===== config.mk =====
export PLATFORM = sky130hd
export DESIGN_NAME = pal_cfg_streamer
export DESIGN_NICKNAME = d
export VERILOG_FILES = /design/src/rtl/pal_cfg_pkg.sv /design/src/rtl/pal_cfg_crc8.sv /design/src/rtl/pal_cfg_streamer.sv
export SDC_FILE = /design/constraint.sdc
export NUM_CORES = 1
export LEC_CHECK = 0
export CAP_MARGIN = 0
export CORE_UTILIZATION = 30
export DETAILED_ROUTE_END_ITERATION = 10
export DONT_BUFFER_PORTS = 1
export GPL_TIMING_DRIVEN = 0
export HOLD_SLACK_MARGIN = 0.12
export PLACE_DENSITY = 0.57
export SYNTH_ARGS = -nofsm -noshare
export SYNTH_HDL_FRONTEND = slang
export SYNTH_SLANG_ARGS = --single-unit
export TNS_END_PERCENT = 5

===== constraint.sdc =====
create_clock -name clk -period 1.8 [get_ports clk]
set_input_delay 0.54 -clock clk [delete_from_list [all_inputs] [get_ports clk]]
set_output_delay 0.54 -clock clk [all_outputs]
set_load 0.01 [all_outputs]

===== src/rtl/pal_cfg_pkg.sv =====
// ============================================================================
// pal_cfg_pkg: shared state encoding and CRC constants for the PAL config streamer.
// Rev 1.0
// ============================================================================
`default_nettype none

package pal_cfg_pkg;

  typedef enum logic [2:0] {
    ST_IDLE     = 3'd0,
    ST_LOAD     = 3'd1,
    ST_SHIFT_LO = 3'd2,
    ST_SHIFT_HI = 3'd3,
    ST_SETTLE   = 3'd4,
    ST_ACTIVE   = 3'd5
  } state_e;

  localparam logic [7:0] CRC8_POLY = 8'h07;

  function automatic int num_words(input int len, input int w);
    return (len + w - 1) / w;
  endfunction

endpackage

`default_nettype wire


===== src/rtl/pal_cfg_crc8.sv =====
// ============================================================================
// pal_cfg_crc8: bit-serial CRC-8 (MSB feedback), cleared at configuration start.
// Rev 1.0
// ============================================================================
`default_nettype none

module pal_cfg_crc8
  import pal_cfg_pkg::*;
(
  input  logic       clk,
  input  logic       rst,
  input  logic       clear_i,
  input  logic       bit_valid_i,
  input  logic       bit_i,
  output logic [7:0] crc_o
);

  logic [7:0] crc_q, crc_d;
  logic       fb;

  always_comb begin
    crc_d = crc_q;
    fb    = crc_q[7] ^ bit_i;
    if (clear_i) begin
      crc_d = '0;
    end else if (bit_valid_i) begin
      crc_d = {crc_q[6:0], 1'b0} ^ (fb ? CRC8_POLY : 8'h00);
    end
  end

  always_ff @(posedge clk) begin
    if (rst) begin
      crc_q <= '0;
    end else begin
      crc_q <= crc_d;
    end
  end

  assign crc_o = crc_q;

endmodule

`default_nettype wire


===== src/rtl/pal_cfg_streamer.sv =====
// ============================================================================
// pal_cfg_streamer: serialises stream words LSB-first onto cfg_data/cfg_clk, then
// raises pal_enable. Macro PAL_CFG_CRC_EN adds a trailing CRC-8 check word. Rev 1.0
// ============================================================================
`default_nettype none

module pal_cfg_streamer
  import pal_cfg_pkg::*;
#(
  parameter int BITSTREAM_LEN = 242,
  parameter int WORD_W        = 8,
  parameter int CLK_DIV       = 2,
  parameter int SETTLE_CYC    = 8
) (
  input  logic              clk,
  input  logic              rst,
  input  logic              start,
  input  logic              s_valid,
  output logic              s_ready,
  input  logic [WORD_W-1:0] s_data,
  output logic              cfg_data,
  output logic              cfg_clk,
  output logic              pal_enable,
  output logic              busy,
  output logic              done,
  output logic              err
);

  localparam int CNT_W   = $clog2(BITSTREAM_LEN + 1);
  localparam int IDX_W   = $clog2(WORD_W);
  localparam int TMR_MAX = (CLK_DIV > SETTLE_CYC) ? CLK_DIV : SETTLE_CYC;
  localparam int TMR_W   = $clog2(TMR_MAX + 1);

  localparam logic [CNT_W-1:0] LAST_BIT   = CNT_W'(BITSTREAM_LEN - 1);
  localparam logic [IDX_W-1:0] LAST_IDX   = IDX_W'(WORD_W - 1);
  localparam logic [TMR_W-1:0] DIV_END    = TMR_W'(CLK_DIV - 1);
  localparam logic [TMR_W-1:0] SETTLE_END = TMR_W'(SETTLE_CYC - 1);

  state_e              state_q, state_d;
  logic [WORD_W-1:0]   word_q, word_d;
  logic [CNT_W-1:0]    bit_cnt_q, bit_cnt_d;
  logic [IDX_W-1:0]    bidx_q, bidx_d;
  logic [TMR_W-1:0]    tmr_q, tmr_d;
  logic                cfg_data_q, cfg_data_d;
  logic                cfg_clk_q, cfg_clk_d;
  logic                pal_en_q, pal_en_d;
  logic                busy_q, busy_d;
  logic                done_q, done_d;
  logic                err_q, err_d;
  logic                chk_q, chk_d;
  logic [7:0]          crc_w;
  logic                start_ok;
  logic                bit_clocked;

  assign start_ok    = start && ((state_q == ST_IDLE) || (state_q == ST_ACTIVE));
  assign bit_clocked = (state_q == ST_SHIFT_HI) && (tmr_q == DIV_END);

`ifdef PAL_CFG_CRC_EN
  localparam bit CRC_EN = 1'b1;

  pal_cfg_crc8 u_crc (
    .clk         (clk),
    .rst         (rst),
    .clear_i     (start_ok),
    .bit_valid_i (bit_clocked),
    .bit_i       (cfg_data_q),
    .crc_o       (crc_w)
  );
`else
  localparam bit CRC_EN = 1'b0;

  assign crc_w = 8'h00;
`endif

  always_comb begin
    state_d    = state_q;
    word_d     = word_q;
    bit_cnt_d  = bit_cnt_q;
    bidx_d     = bidx_q;
    tmr_d      = '0;
    cfg_data_d = cfg_data_q;
    cfg_clk_d  = 1'b0;
    pal_en_d   = pal_en_q;
    done_d     = 1'b0;
    err_d      = err_q;
    chk_d      = chk_q;

    case (state_q)
      ST_IDLE, ST_ACTIVE: begin
        if (start_ok) begin
          state_d   = ST_LOAD;
          pal_en_d  = 1'b0;
          bit_cnt_d = '0;
          bidx_d    = '0;
          err_d     = 1'b0;
          chk_d     = 1'b0;
        end
      end
      ST_LOAD: begin
        if (s_valid) begin
          if (chk_q) begin
            chk_d = 1'b0;
            if (s_data[7:0] == crc_w) begin
              state_d = ST_SETTLE;
            end else begin
              state_d = ST_IDLE;
              err_d   = 1'b1;
            end
          end else begin
            word_d     = s_data;
            cfg_data_d = s_data[0];
            state_d    = ST_SHIFT_LO;
          end
        end
      end
      ST_SHIFT_LO: begin
        if (tmr_q == DIV_END) begin
          state_d   = ST_SHIFT_HI;
          cfg_clk_d = 1'b1;
        end else begin
          tmr_d = tmr_q + 1'b1;
        end
      end
      ST_SHIFT_HI: begin
        cfg_clk_d = 1'b1;
        if (bit_clocked) begin
          cfg_clk_d = 1'b0;
          bit_cnt_d = bit_cnt_q + 1'b1;
          // Rotate so the next bit sits at index 1 and every latched bit stays live.
          word_d    = {word_q[0], word_q[WORD_W-1:1]};
          if (bit_cnt_q == LAST_BIT) begin
            if (CRC_EN) begin
              state_d = ST_LOAD;
              chk_d   = 1'b1;
            end else begin
              state_d = ST_SETTLE;
            end
          end else if (bidx_q == LAST_IDX) begin
            state_d = ST_LOAD;
            bidx_d  = '0;
          end else begin
            state_d    = ST_SHIFT_LO;
            bidx_d     = bidx_q + 1'b1;
            cfg_data_d = word_q[1];
          end
        end else begin
          tmr_d = tmr_q + 1'b1;
        end
      end
      ST_SETTLE: begin
        if (tmr_q == SETTLE_END) begin
          state_d  = ST_ACTIVE;
          pal_en_d = 1'b1;
          done_d   = 1'b1;
        end else begin
          tmr_d = tmr_q + 1'b1;
        end
      end
      default: state_d = ST_IDLE;
    endcase

    busy_d = (state_d != ST_IDLE) && (state_d != ST_ACTIVE);
  end

  always_ff @(posedge clk) begin
    if (rst) begin
      state_q    <= ST_IDLE;
      word_q     <= '0;
      bit_cnt_q  <= '0;
      bidx_q     <= '0;
      tmr_q      <= '0;
      cfg_data_q <= 1'b0;
      cfg_clk_q  <= 1'b0;
      pal_en_q   <= 1'b0;
      busy_q     <= 1'b0;
      done_q     <= 1'b0;
      err_q      <= 1'b0;
      chk_q      <= 1'b0;
    end else begin
      state_q    <= state_d;
      word_q     <= word_d;
      bit_cnt_q  <= bit_cnt_d;
      bidx_q     <= bidx_d;
      tmr_q      <= tmr_d;
      cfg_data_q <= cfg_data_d;
      cfg_clk_q  <= cfg_clk_d;
      pal_en_q   <= pal_en_d;
      busy_q     <= busy_d;
      done_q     <= done_d;
      err_q      <= err_d;
      chk_q      <= chk_d;
    end
  end

  assign s_ready    = (state_q == ST_LOAD);
  assign cfg_data   = cfg_data_q;
  assign cfg_clk    = cfg_clk_q;
  assign pal_enable = pal_en_q;
  assign busy       = busy_q;
  assign done       = done_q;
  assign err        = err_q;

endmodule

`default_nettype wire


==> impl_results.md <==
* Gr usage total at ~14%
* Worst Path Arrival at 2010 ps
* Mapped cell area at about 0.0016 mm²
* Syn_nets at between 200 and 250
* Die area at around 0.0056 mm²
* Final Cell Area at approximately 0.0019 mm²
* Vias at about 1400
* Placed instance area at 0.001678 mm²
* Multi-input logic area at 932.1 µm²
* Critical-path maximum fanout at 3
* Startpoint Class: register
* FF+latch area at ~650 µm²
* GR Overflow Total at 0
* Commonest cells after routing, fill and taps aside: 28 x nor2_1, 27 x dfxtp_1, 22 x nand2_1
* Slew Limit Fails at 0
* Vias in the first global route at 1331
* Vias per inst at around 5
* Initial Utilization at 31.14%
* Failing checks: setup timing
* First-pass DRT Iterations at 4
* YS warnings at 0
* Slew margin rel. at 64.12%
* Static leakage at 0.0006770 µW
* Layout cell share with drive strength beyond 1 at 19.40%
* Drc violations at 0
* # diodes at 0
* Unique masters post-synth at 37
* Chip width at 74.81 µm
* CP endpoint kind: register
* Critical Path RT at slightly below 2000 ps
* Run status: complete, but fails checks
* Root buf cell: clkbuf_8
* Setup TNS at -50.01 ps
* Synth Area per Inst at 8.283 µm²
* H-tree lvl count at 2
* First-pass GRT wire length at about 5800 µm
* Final ANT Viol Nets at 0
* Final setup fails at 1
* Worst-Margin Slew at 538.1 ps
* Register-to-Register Path Depth at 5
* Io pins at 19
* Initial antenna violation count at 0
* CTS max path bufs at 2
* Max cap viols at 0
* WS Path Type: register to register
* Drt wl/cell at between 10 and 15 µm
* Die height at between 70 and 80 µm
* CTS tree: built
* Final hold vios at 0
* Input/output buffers at 0
* Peak supply drop at 0.3670 mV
* Clock sink count at 32
* Final WS setup at -50.01 ps
* Fin crit period at 1850 ps
* HP Class: input port to register
* CTS clk-pin slew, worst paths at ~60 ps
* Seq/Total Area, Yosys at roughly 40%
* Initial DRC count at 49
* Post-Syn Instances at 192
* CTS Buf Count at 5
* Gpl congestion at 0.7345
* Yosys reg bits at 32
* Clk_lat worst skew at between 200 and 300 ps
* Post-DP HPWL at approximately 2400 µm
* Place WS at -151.1 ps
* Period utilisation layout at 102.8%
* WL final at roughly 3300 µm
* Final nets at ~220
* Power per Cell Area at roughly 830 mW/mm²
* Cell row count at 26
* FILL cells at 576
* RSZ-0062 raised after global routing: true
* Worst clock skew at about 3.3 ps
* Largest net degree at the start of global routing at 11
* Most common cell after layout, fill and taps aside: nor2_1
* Hold path cells at 2
* F_max at around 0.54 GHz
* Floorplan core area at about 0.0051 mm²
* Layout area overhead at 16.92%
[kinds of logic after synthesis]
kind of cell,synth area share (%)
AND/OR/NAND/NOR,28.80
AO/OA/AOI/OAI,15.97
flip-flops,40.28
buffers and inverters,4.248
XOR/XNOR,3.305
adder cells (fa/ha/maj),4.721
multiplexers,2.675
[power breakdown]
group | internal [µW] | leakage, µW | switching (µW)
clock network | 340 | 0.0000503 | 249
logic | 79.1 | 0.000364 | 115
registers | 737 | 0.000262 | 18.9
[per-layer routing]
layer  wire, µm  up-vias  global-route usage [%]
met5          0        -                       0
met3        162        5                   4.685
met2       1482       24                   23.12
li1           -      694                       -
met1       1648      631                   16.72
met4         40        0                   4.403
[cells in the mapped netlist]
master	count	area, µm²
a211oi_1	7	52.55
a21o_1	2	15.01
a21oi_1	13	65.06
a21oi_2	1	8.760
a311oi_1	8	70.07
a31oi_1	2	12.51
and2_1	1	6.260
and3_1	4	25.02
and3b_2	1	10.01
and4bb_2	1	12.51
buf_2	3	15.01
clkbuf_1	8	30.03
dfxtp_1	32	640.6
ha_1	6	75.07
inv_1	6	22.52
mux2_1	2	22.52
mux2i_1	2	20.02
nand2_1	23	86.33
nand2b_1	5	31.28
nand3_1	5	25.02
nand3b_1	3	22.52
nand4_1	3	18.77
nand4bb_1	1	11.26
nor2_1	29	108.9
nor3_1	4	20.02
nor3b_1	1	7.510
nor3b_4	1	18.77
nor4b_1	1	8.760
o211a_2	1	10.01
o21ai_0	3	15.01
o21ai_1	1	5.000
or2_2	1	6.260
or3_1	3	18.77
or3_4	1	11.26
or3b_1	1	8.760
xnor2_1	3	26.28
xor2_1	3	26.28
[path summary, 6_finish.rpt]
path / start / end / slack [ps]
min: s_data[5] / word_q[5] / 420
max: state_q[0] / busy / -50
min reg2reg: tmr_q[0] / tmr_q[0] / 450
max reg2reg: state_q[0] / busy / -50
[through the flow]
| step | std cells | utilization (%) | power [µW] | hold WS (ps) |
|---|---|---|---|---|
| 3_5_place_dp | 262 | 32.85 | 953.7 | 467.9 |
| 5_1_grt | 271 | 36.40 | 1624 | 417.6 |
| 2_1_floorplan | 192 | - | 912.8 | 433.4 |
| 4_1_cts | 270 | 35.15 | 1556 | 407.3 |
| 6_report | 271 | 36.40 | 1539 | 417.4 |
| 3_3_place_gp | 262 | 32.85 | 952.2 | 450.1 |
[registers in the layout, indices dropped and copies added, names as in the netlist, 3 cells and up]
register and count:
bidx_q 3, bit_cnt_q 8, tmr_q 4, word_q 8
state_q 3
[worst max-delay path: stages (launching register included)]
cell	delay, ps
dfxtp_1	310
or3b_4	410
or3_4	380
o211a_2	150
and3_4	160
or3_1	320
[layout make-up]
cell class,count,area share (%)
Multi-Input combinational cell,143,50.13
Sequential cell,32,34.93
Tap cell,70,4.711
Timing Repair Buffer,4,1.615
Inverter,6,1.211
Clock buffer,7,5.182
Buffer,9,2.221
[timing repair]
item	in CTS	in global routing
hold buffers	0	0
endpoints found under the setup margin	10	13
pin swaps	2	3
resized for setup	7	15
setup buffers	1	3
hold endpoints to repair	0	0
No activity file was read; power rests on OpenSTA's default activity.
